--- config.mk ---
export PLATFORM = sky130hd
export DESIGN_NAME = operand_entry
export DESIGN_NICKNAME = d
export VERILOG_FILES = /design/src/rtl/operand_entry.sv
export SDC_FILE = /design/constraint.sdc
export NUM_CORES = 1
export LEC_CHECK = 0
export CAP_MARGIN = 5
export CELL_PAD_IN_SITES_DETAIL_PLACEMENT = 1
export CELL_PAD_IN_SITES_GLOBAL_PLACEMENT = 1
export CORE_ASPECT_RATIO = 2
export CORE_MARGIN = 4
export CORE_UTILIZATION = 35
export DETAILED_ROUTE_END_ITERATION = 8
export HOLD_SLACK_MARGIN = 0.08
export MAX_ROUTING_LAYER = met4
export PLACE_DENSITY_LB_ADDON = 0.1
export SLEW_MARGIN = 10
export SYNTH_ARGS = -nofsm -noshare
export SYNTH_HDL_FRONTEND = slang
export SYNTH_SLANG_ARGS = --single-unit
--- constraint.sdc ---
create_clock -name clk -period 2.3 [get_ports clk]
set_clock_uncertainty 0.2 [all_clocks]
set_input_delay 0.46 -clock clk [delete_from_list [all_inputs] [get_ports clk]]
set_output_delay 0.46 -clock clk [all_outputs]
set_load 0.005 [all_outputs]
--- src/rtl/operand_entry.sv ---
// -----------------------------------------------------------------------------
// operand_entry
// Front end of a switch-driven calculator. A bouncy push button is
// synchronised and debounced into a single-cycle press. Each press latches
// the switch value as an operand. A small FSM then hands the latched request
// to the calculator core.
//
// Ports
//   clk          in   1   single rising-edge clock
//   reset        in   1   asynchronous active-high reset
//   switch_data  in  16   operand value from the switches (quasi-static)
//   op_select    in   3   operation code from the switches
//   btn_raw      in   1   raw asynchronous execute button
//   core_ready   in   1   calculator core result-valid
//   operand_a    out 16   latched first operand
//   operand_b    out 16   latched second operand (0 for unary ops)
//   operation    out  3   latched operation code
//   start        out  1   one-cycle request to the core
//   busy         out  1   high while a request is outstanding
//   entry_state  out  2   FSM state encoding for status LEDs
// -----------------------------------------------------------------------------
module operand_entry #(
   parameter int DB_COUNT = 1000000
) (
   input  logic        clk,
   input  logic        reset,
   input  logic [15:0] switch_data,
   input  logic [2:0]  op_select,
   input  logic        btn_raw,
   input  logic        core_ready,
   output logic [15:0] operand_a,
   output logic [15:0] operand_b,
   output logic [2:0]  operation,
   output logic        start,
   output logic        busy,
   output logic [1:0]  entry_state
);

   localparam int            CW       = (DB_COUNT > 1) ? $clog2(DB_COUNT) : 1;
   localparam logic [CW-1:0] CNT_LAST = CW'(DB_COUNT - 1);

   typedef enum logic [1:0] {
      ST_GET_A = 2'b00,
      ST_GET_B = 2'b01,
      ST_ISSUE = 2'b10,
      ST_WAIT  = 2'b11
   } state_t;

   logic          r_s1;
   logic          r_s2;
   logic          r_stable;
   logic          r_stable_d;
   logic [CW-1:0] r_count;
   logic          w_press;
   logic          w_unary;
   logic          w_cap_a;
   logic          w_cap_b;
   logic          w_start_nxt;
   logic          w_busy_nxt;
   state_t        r_state;
   state_t        w_state_nxt;
   logic [15:0]   r_operand_a;
   logic [15:0]   r_operand_b;
   logic [2:0]    r_operation;
   logic          r_start;
   logic          r_busy;

   // Two-flop synchroniser for the asynchronous button.
   always_ff @(posedge clk or posedge reset) begin
      if (reset) begin
         r_s1 <= 1'b0;
         r_s2 <= 1'b0;
      end else begin
         r_s1 <= btn_raw;
         r_s2 <= r_s1;
      end
   end

   // Debouncer: accept a new level only after it has persisted DB_COUNT cycles.
   always_ff @(posedge clk or posedge reset) begin
      if (reset) begin
         r_stable   <= 1'b0;
         r_stable_d <= 1'b0;
         r_count    <= '0;
      end else begin
         r_stable_d <= r_stable;
         if (r_s2 != r_stable) begin
            if (r_count == CNT_LAST) begin
               r_stable <= r_s2;
               r_count  <= '0;
            end else begin
               r_count <= r_count + CW'(1);
            end
         end else begin
            r_count <= '0;
         end
      end
   end

   // Rising edge of the debounced level; a held button yields one press.
   assign w_press = r_stable & ~r_stable_d;
   // Op codes 110 and 111 take a single operand.
   assign w_unary = (op_select[2:1] == 2'b11);

   // FSM state register.
   always_ff @(posedge clk or posedge reset) begin
      if (reset) begin
         r_state <= ST_GET_A;
      end else begin
         r_state <= w_state_nxt;
      end
   end

   // FSM next-state logic; presses outside GET_A/GET_B are dropped.
   always_comb begin
      w_state_nxt = r_state;
      case (r_state)
         ST_GET_A: begin
            if (w_press) begin
               w_state_nxt = w_unary ? ST_ISSUE : ST_GET_B;
            end else begin
               w_state_nxt = ST_GET_A;
            end
         end
         ST_GET_B: begin
            if (w_press) begin
               w_state_nxt = ST_ISSUE;
            end else begin
               w_state_nxt = ST_GET_B;
            end
         end
         ST_ISSUE: w_state_nxt = ST_WAIT;
         ST_WAIT: begin
            if (core_ready) begin
               w_state_nxt = ST_GET_A;
            end else begin
               w_state_nxt = ST_WAIT;
            end
         end
         default: w_state_nxt = ST_GET_A;
      endcase
   end

   // FSM output decode, computed from the next state so the flops below
   // present start/busy in the same cycle as the state they describe.
   always_comb begin
      w_start_nxt = (w_state_nxt == ST_ISSUE);
      w_busy_nxt  = (w_state_nxt == ST_ISSUE) || (w_state_nxt == ST_WAIT);
      w_cap_a     = (r_state == ST_GET_A) && w_press;
      w_cap_b     = (r_state == ST_GET_B) && w_press;
   end

   // Registered request strobes, glitch-free toward the core.
   always_ff @(posedge clk or posedge reset) begin
      if (reset) begin
         r_start <= 1'b0;
         r_busy  <= 1'b0;
      end else begin
         r_start <= w_start_nxt;
         r_busy  <= w_busy_nxt;
      end
   end

   // Operand capture; values are held untouched from ISSUE through WAIT.
   always_ff @(posedge clk or posedge reset) begin
      if (reset) begin
         r_operand_a <= 16'h0000;
         r_operand_b <= 16'h0000;
         r_operation <= 3'b000;
      end else begin
         if (w_cap_a) begin
            r_operand_a <= switch_data;
            r_operation <= op_select;
            if (w_unary) begin
               r_operand_b <= 16'h0000;
            end else begin
               r_operand_b <= r_operand_b;
            end
         end else if (w_cap_b) begin
            r_operand_b <= switch_data;
         end else begin
            r_operand_b <= r_operand_b;
         end
      end
   end

   assign operand_a   = r_operand_a;
   assign operand_b   = r_operand_b;
   assign operation   = r_operation;
   assign start       = r_start;
   assign busy        = r_busy;
   assign entry_state = r_state;

endmodule

**Word level (Yosys, flattened, before mapping)**

Index checks and enable logic that the tools add are counted.

- Order comparisons: 0
- $add $sub $neg: 1
- Reductions and logical operators: 7
- Divide/modulo/power cells: 0
- Muxes and demuxes: 10
- Equality and inequality tests: 9
- Shifts and indexed selects: 0
- Multipliers: 0
- Bitwise gates (word level): 2

Operators with widths:

| cell | number |
|---|---|
| $mux W16 | 3 |
| $mux W20 | 2 |
| $add A20 B1 Y20 const B | 1 |
| $eq A20 B20 Y1 const B | 1 |
| $eq A2 B2 Y1 const B | 5 |
| $mux W2 | 4 |
| $pmux W2 S4 | 1 |
| $reduce_and A2 Y1 | 2 |
| $eq A2 B1 Y1 const B | 1 |
| $logic_and A1 B1 Y1 | 2 |
| $logic_not A2 Y1 | 1 |
| $ne A2 B2 Y1 const B | 1 |
| $reduce_bool A2 Y1 | 1 |
| $and A1 B1 Y1 | 1 |
| $logic_or A1 B1 Y1 | 1 |
| $ne A1 B1 Y1 | 1 |
| $not A1 Y1 | 1 |

- Bits in writable memories: 0
- Word-level logic and storage cells: 40
- Flip-flop bits (word level): 63
- Bits in latches: 0
- Input bits: 23
- Memories: 0
- Bits in read-only memories: 0

**Logic depth before layout (Yosys ltp)**

Gate-level depths: netlist (run 1).

- Depth after elaboration: 6
- Mapped depth: 6
- Gate-level depth less buffers: 5

**Worst setup path after synthesis (run 1)**

OpenSTA, ideal clock, no wires.

- Kind: register to register
- Start: register r_count[0]
- End: register r_count[18]
- Cell stages (with the launch flop): 7
- Data required time: 2.022 ns
- Path buffers: 1
- Setup slack: 0.165 ns
- Arrival: 1.856 ns
- Cell sequence: dfrtp_1 ha_1 nand2_1 or4_1 buf_2 or4_1 a21oi_1

- Word-level cells in the longest chain between the ends: 3

Ends and longest elaborated chain:

| item | RTL line | RTL |
|---|---|---|
| start, declared | 53 | `logic [CW-1:0] r_count;` |
| start signal, assigned | 92 | `r_count <= r_count + CW'(1);` |
| $add A20 B1 Y20 / $eq A20 B20 Y1 (equally long branches) | 92, 88 |  |
| $mux W20 * | 88 | `if (r_count == CNT_LAST) begin` |
| $mux W20 * | 87 | `if (r_s2 != r_stable) begin` |

Every way passes the cells marked *; elsewhere a longest branch is shown, timed or not.
A chain may end at the register's enable or synchronous reset.

**Final worst setup path (run 1)**

- Start: register r_count[1]
- End: register r_count[18]

Same word-level chain as after synthesis.

==> results.py, run 1 <==
metrics = {
    "pwr": {
        "leakagePower_uw": 0.001571,
        "p_per_area_mw_per_mm2": 668.0,
        "peakVddDrop_mv": 0.3839,
    },
    "logic_synthesis": {
        "yosysTopAreaCell": "dfrtp_1",
        "ys_ff_latch": 62,
        "synth_commonest_cells": "dfrtp_1 (62), mux2_2 (20), a22o_1 (16), nor2_1 (16), nand2_1 (11)",
        "ys_warn_count": 0,
        "avgSynthCellArea_sq_um": 12.43,
        "ys_seq_area_share_pct": 61.48,
        "ys.flop_type": "dfrtp_1",
        "synth_area_sq_mm": 0.002524,
        "async_flop_share_pct": 100.0,
        "yosysMostFrequentCell": "dfrtp_1",
        "netlist.area_leader.share_pct": 61.48,
        "synth_area_leaders": "dfrtp_1 (61%), mux2_2 (8.9%), a22o_1 (5.6%), xnor2_1 (3.5%), nor2_1 (2.4%)",
        "synth_cell_types": 33,
        "syn_inst": 203,
        "synth_edf_count": 0,
        "syn_nets": 227,
    },
    "detailed_routing": {
        "drcViolationCount": 0,
        "wirelength_microns": 6618,
        "dr.first_iter.drc_count": 65,
        "ant_nets": 0,
        "post_drt_wl_per_cell_microns": 17.74,
        "vias": 1881,
        "drt-pass1-iter-count": 4,
        "viasPerCell": 5.043,
    },
    "final_layout": {
        "diodes": 0,
        "layout.nets": 302,
        "register_area_sq_mm": 0.001551,
        "fill_cells": 738,
        "area_delta_synth_final_pct": 42.69,
        "multi_input_area_sq_um": 929.6,
        "final_layout_size_suffix_gt1_share_pct": 19.08,
        "final_area_sq_mm": 0.003601,
    },
    "place": {
        "dp_slack_ns": 0.01026,
        "place_congestion": 0.8238,
        "place_area_sq_mm": 0.003332,
        "dp_hpwl_microns": 4822,
        "io_buffers": 61,
    },
    "global_routing": {
        "grt_pass1_wl_microns": 10780,
        "antenna_found_initial": 0,
        "grt_max_degree": 21,
        "grt_pass1_vias": 2082,
        "grt_usage_pct": 17.68,
        "overflow": 0,
    },
    "worst_setup_path": {
        "required_ns": 2.35,
        "slowest_delay_ns": 0.54,
        "cp_max_fo": 8,
        "crit_arrival_ns": 2.25,
        "start_kind": "register",
        "cp_cell_sequence": "ha_2 -> nand2_1 -> or4_4 -> or4_1 -> a21oi_1",
        "worstSetupPathType": "register to register",
        "cp_slowest_cell": "or4_4",
        "endpoint_kind": "register",
    },
    "clocking": {
        "path_clk_slew_ns": 0.05,
        "clock_sinks": 62,
        "ctsResizeCount": 1,
        "cts_inserted_buffers": 9,
        "clockBufferDepth": 2,
        "clockRootBuffer": "clkbuf_16",
        "cts_tree": "built",
        "postCtsHoldBufs": 0,
        "htree_levels": 3,
        "cts_setup_buffers": 0,
        "clk_latency_ns": 0.33,
    },
    "die": {
        "start_util_pct": 36.08,
        "ioPinCount": 62,
        "core-area_sq_mm": 0.006994,
        "dieHeight_microns": 128.1,
        "die_x_microns": 68.05,
        "rows": 43,
        "dieArea_sq_mm": 0.008716,
    },
    "timing": {
        "fmax_mhz": 454.5,
        "fin_setup_tns_ns": 0,
        "finalCritPeriodShare_pct": 95.65,
        "setup_ws_ns": 0.1000,
        "relSlewSlack_pct": 67.30,
        "hold_viol": 0,
        "fin_crit_ns": 2.200,
        "setup_violations": 0,
        "worst_slew_pin_slew_ns": 0.4861,
        "grt_setup_unrepaired": "false",
        "finalMaxSlewViolations": 0,
    },
    "hold_path": {
        "hold_path.class": "register to register",
    },
    "status": {
        "status": "finished clean",
    },
    "flow_run": {
        "maxCapViolCount": 0,
    },
}
stage by stage:
stage	utilization (%)	std cells	power, uW	hold WS (ns)
6_report	51.48	373	2405	0.1587
2_1_floorplan	-	203	1155	0.1312
5_1_grt	51.48	373	2496	0.1734
3_5_place_dp	47.64	357	1226	0.1365
3_3_place_gp	47.64	357	1225	0.1373
4_1_cts	51.45	373	2449	0.1618
cell usage in the layout, fill, tap and decap left out, drive strengths merged:
cell / instances
dfrtp: 62
a22o: 16
nor4b: 1
xor2: 3
or2: 1
nand4: 5
o31ai: 2
a221o: 1
a21oi: 6
xnor2: 10
nand3: 5
nor4: 4
ha: 1
and3: 2
clkdlybuf4s50: 61
buf: 12
a31oi: 1
o21ai: 5
or4: 2
clkinv: 1
inv: 5
nand4b: 1
clkbuf: 15
nand2: 11
nand2b: 1
nor2: 16
nor3: 4
a211oi: 1
mux2: 20
or3: 6
nor2b: 2
final cells by class:
type / instances / share of cell area (%)
Clock buffer: 15 / 7.158
Clock inverter: 1 / 0.1390
Inverter: 5 / 0.5212
Multi-Input combinational cell: 127 / 25.82
Sequential cell: 62 / 43.09
Tap cell: 90 / 3.127
Timing Repair Buffer: 73 / 20.15
worst max-delay path: cells and delay by family (launching register included):
kind	cells	cell delay (ns)
simple gates	3	1.15
flops	1	0.39
fa+ha+maj	1	0.23
compound gates	1	0.15
logic make-up after synthesis:
family | count (synthesis) | share of synthesized area [%]
DFF | 62 | 61.48
and+or+nand+nor | 61 | 12.99
AOI/OAI and AO/OA | 32 | 9.271
muxes | 20 | 8.924
buffers and inverters | 14 | 2.330
xor gates and xnor gates | 13 | 4.512
adders and majority gates | 1 | 0.4957
sequential cells by signal, summed over array words and instances, names as in the netlist:
| register | flops |
|---|---|
| r_stable | 1 |
| r_stable_d | 1 |
| busy | 1 |
| r_s2 | 1 |
| operand_a | 16 |
| r_count | 20 |
| r_s1 | 1 |
| start | 1 |
| operand_b | 16 |
| operation | 3 |
| entry_state | 1 |
power breakdown:
part / internal [uW] / switching [uW] / total [uW]
Clock: 757 / 442 / 1200
Sequential: 1100 / 6.94 / 1110
Combinational: 53.6 / 46.1 / 99.7
Total: 1910 / 495 / 2410
routing by layer:
metal | wire length [microns] | up-vias | share of wire, % | global-route usage (%)
met5 | 0 | - | 0 | -
met4 | 184 | 0 | 2.8 | 9.613
met3 | 322 | 14 | 4.9 | 3.947
met2 | 3826 | 42 | 58 | 31.06
met1 | 2284 | 949 | 35 | 17.11
li1 | - | 876 | - | -
worst paths after layout:
kind	from	end	slack, ns	depth (start not counted)
worst max-delay path	r_count[1]	r_count[18]	0.10	5
worst min register to register	r_s1	r_s2	0.16	0
worst max register to register	r_count[1]	r_count[18]	0.10	5
max in group asynchronous	reset	operand_a[14]	1.08	3
worst min-delay path	r_s1	r_s2	0.16	0
min in group asynchronous	reset	operand_a[8]	0.28	2
Power figures use the tool's default switching activity.
==> run 2, diff against run 1 <==
--- a/config.mk
+++ b/config.mk
@@ -8,7 +8,6 @@
 export CAP_MARGIN = 5
 export CELL_PAD_IN_SITES_DETAIL_PLACEMENT = 1
 export CELL_PAD_IN_SITES_GLOBAL_PLACEMENT = 1
-export CORE_ASPECT_RATIO = 2
 export CORE_MARGIN = 4
 export CORE_UTILIZATION = 35
 export DETAILED_ROUTE_END_ITERATION = 8
==> run 2 against run 1 <==
Compared with the run above: flip-flop and latch count did not move; non-clock buffer count did not move; clock-buffer cell count fell by 2; clock power fell by 19%; final cell count rose by 1.6%; critical path depth did not move.
==> results.py, run 2 (synthesis gave the netlist of run 1 again) <==
metrics = {
    "status": {
        "status": "finished clean",
    },
    "die": {
        "die_x_microns": 92.92,
        "rows": 30,
        "dieHeight_microns": 92.92,
        "core-area_sq_mm": 0.006907,
        "dieArea_sq_mm": 0.008633,
        "ioPinCount": 62,
        "start_util_pct": 36.54,
    },
    "detailed_routing": {
        "dr.first_iter.drc_count": 60,
        "viasPerCell": 4.789,
        "drcViolationCount": 0,
        "post_drt_wl_per_cell_microns": 15.44,
        "drt-pass1-iter-count": 4,
        "vias": 1815,
        "wirelength_microns": 5850,
        "ant_nets": 0,
    },
    "hold_path": {
        "hold_path.class": "register to register",
    },
    "final_layout": {
        "fill_cells": 747,
        "final_layout_size_suffix_gt1_share_pct": 19.79,
        "diodes": 0,
        "final_cell_mix": "dfrtp_1 (62), clkdlybuf4s50_1 (61), mux2_2 (20), a22o_1 (16), nor2_1 (16)",
        "layout.nets": 302,
        "top_register": "r_count",
        "layout_commonest_cell": "dfrtp_1",
        "largest_reg_flops": 20,
        "final_core_util_pct": 51.14,
        "area_delta_synth_final_pct": 39.96,
    },
    "worst_setup_path": {
        "endpoint": "r_count[18]",
        "cp_max_fo": 8,
        "r2r-end": "r_count[18]",
        "r2r_start": "r_count[1]",
        "crit_arrival_ns": 2.22,
        "worstSetupPathType": "register to register",
        "start_kind": "register",
        "required_ns": 2.36,
        "startpoint": "r_count[1]",
        "ff2ff_setup_slack_ns": 0.14,
        "endpoint_kind": "register",
        "r2r_cells": 5,
    },
    "place": {
        "place_congestion": 0.7663,
        "io_buffers": 61,
        "dp_hpwl_microns": 4251,
        "dp_slack_ns": 0.02529,
    },
    "timing": {
        "hold_viol": 0,
        "grt_setup_unrepaired": "false",
        "setup_ws_ns": 0.1361,
        "worst_slew_pin_slew_ns": 0.3524,
        "fin_crit_ns": 2.164,
        "relSlewSlack_pct": 76.29,
        "finalMaxSlewViolations": 0,
        "finalCritPeriodShare_pct": 94.08,
        "fmax_mhz": 462.1,
        "fin_setup_tns_ns": 0,
        "setup_violations": 0,
    },
    "clocking": {
        "postCtsHoldBufs": 0,
        "ctsResizeCount": 0,
        "cts_setup_buffers": 0,
        "clk_latency_ns": 0.33,
        "clock_sinks": 62,
        "cts_inserted_buffers": 9,
        "clockBufferDepth": 2,
        "path_clk_slew_ns": 0.07,
        "cts_tree": "built",
        "htree_levels": 3,
        "clockRootBuffer": "clkbuf_8",
    },
    "global_routing": {
        "grt_pass1_vias": 1852,
        "antenna_found_initial": 0,
        "grt_max_degree": 36,
        "grt_pass1_wl_microns": 9556,
        "grt_usage_pct": 14.77,
        "overflow": 0,
    },
    "pwr": {
        "leakagePower_uw": 0.001540,
        "seqPwrFrac_pct": 51.0,
        "peakVddDrop_mv": 0.3052,
        "p_int_uw": 1706,
        "switching_share_pct": 21.16,
        "p_total_uw": 2164,
        "p_per_area_mw_per_mm2": 612.8,
        "power_frac_comb_pct": 4.4,
        "clkPwrFrac_pct": 44.6,
        "p_switching_uw": 457.9,
    },
    "flow_run": {
        "maxCapViolCount": 0,
    },
}
-- run 2: cell types whose count changed in the layout (fill, tap and decap cells not counted) --
cell / before / now
bufinv_16: 0 / 1
buf_4: 10 / 11
buf_12: 2 / 1
clkbuf_8: 1 / 11
clkinvlp_4: 0 / 1
clkbuf_1: 5 / 2
clkbuf_16: 9 / 0
ha_2: 1 / 0
ha_1: 0 / 1
-- run 2: final cells by class --
type                    count  area, sq um  area share [%]
well taps                  96        120.1           3.401
clock buffers              13        158.9           4.499
clock inverters             3        42.54           1.204
repair buffers             73        713.2           20.19
inverters                   5        18.77          0.5313
flip-flops and latches     62         1551           43.92
multi-input cells         127        927.1           26.25
-- run 2: worst min-delay path by stage --
stage	from	to	slack [ns]	cells past startpoint
floorplan	r_s1	r_s2	0.13	0
global placement	r_s1	r_s2	0.13	0
detailed placement	r_s1	r_s2	0.14	0
CTS	r_s1	r_s2	0.15	0
global route	r_s1	r_s2	0.16	0
finish	r_s1	r_s2	0.15	0
-- run 2: power groups by stage --
stage | clock network [uW] | registers, uW | logic (uW)
after floorplan | 0 | 1120 | 31.6
after global placement | 0 | 1120 | 97.5
after detailed placement | 0 | 1120 | 97.7
after CTS | 991 | 1100 | 98.2
after global routing | 1050 | 1100 | 107
final | 966 | 1100 | 95.0
-- run 2: critical path, cell delays in order (launching register included) --
cell	delay [ns]
dfrtp_1	0.38
ha_1	0.22
nand2_1	0.12
or4_4	0.54
or4_1	0.49
a21oi_1	0.15
-- run 2: layer usage --
metal  GRT usage, %  share of wire (%)
met1          19.62                 49
met2          21.48                 45
met3          3.249                4.2
met4          6.960                1.7
met5              -                  0
-- run 2: metrics by stage --
stage	area [sq um]	cells	hold WS (ns)
CTS	3528	379	0.1534
detailed placement	3327	363	0.1379
floorplan	2524	203	0.1312
global route	3532	379	0.1573
finish	3532	379	0.1491
global placement	3327	363	0.1348
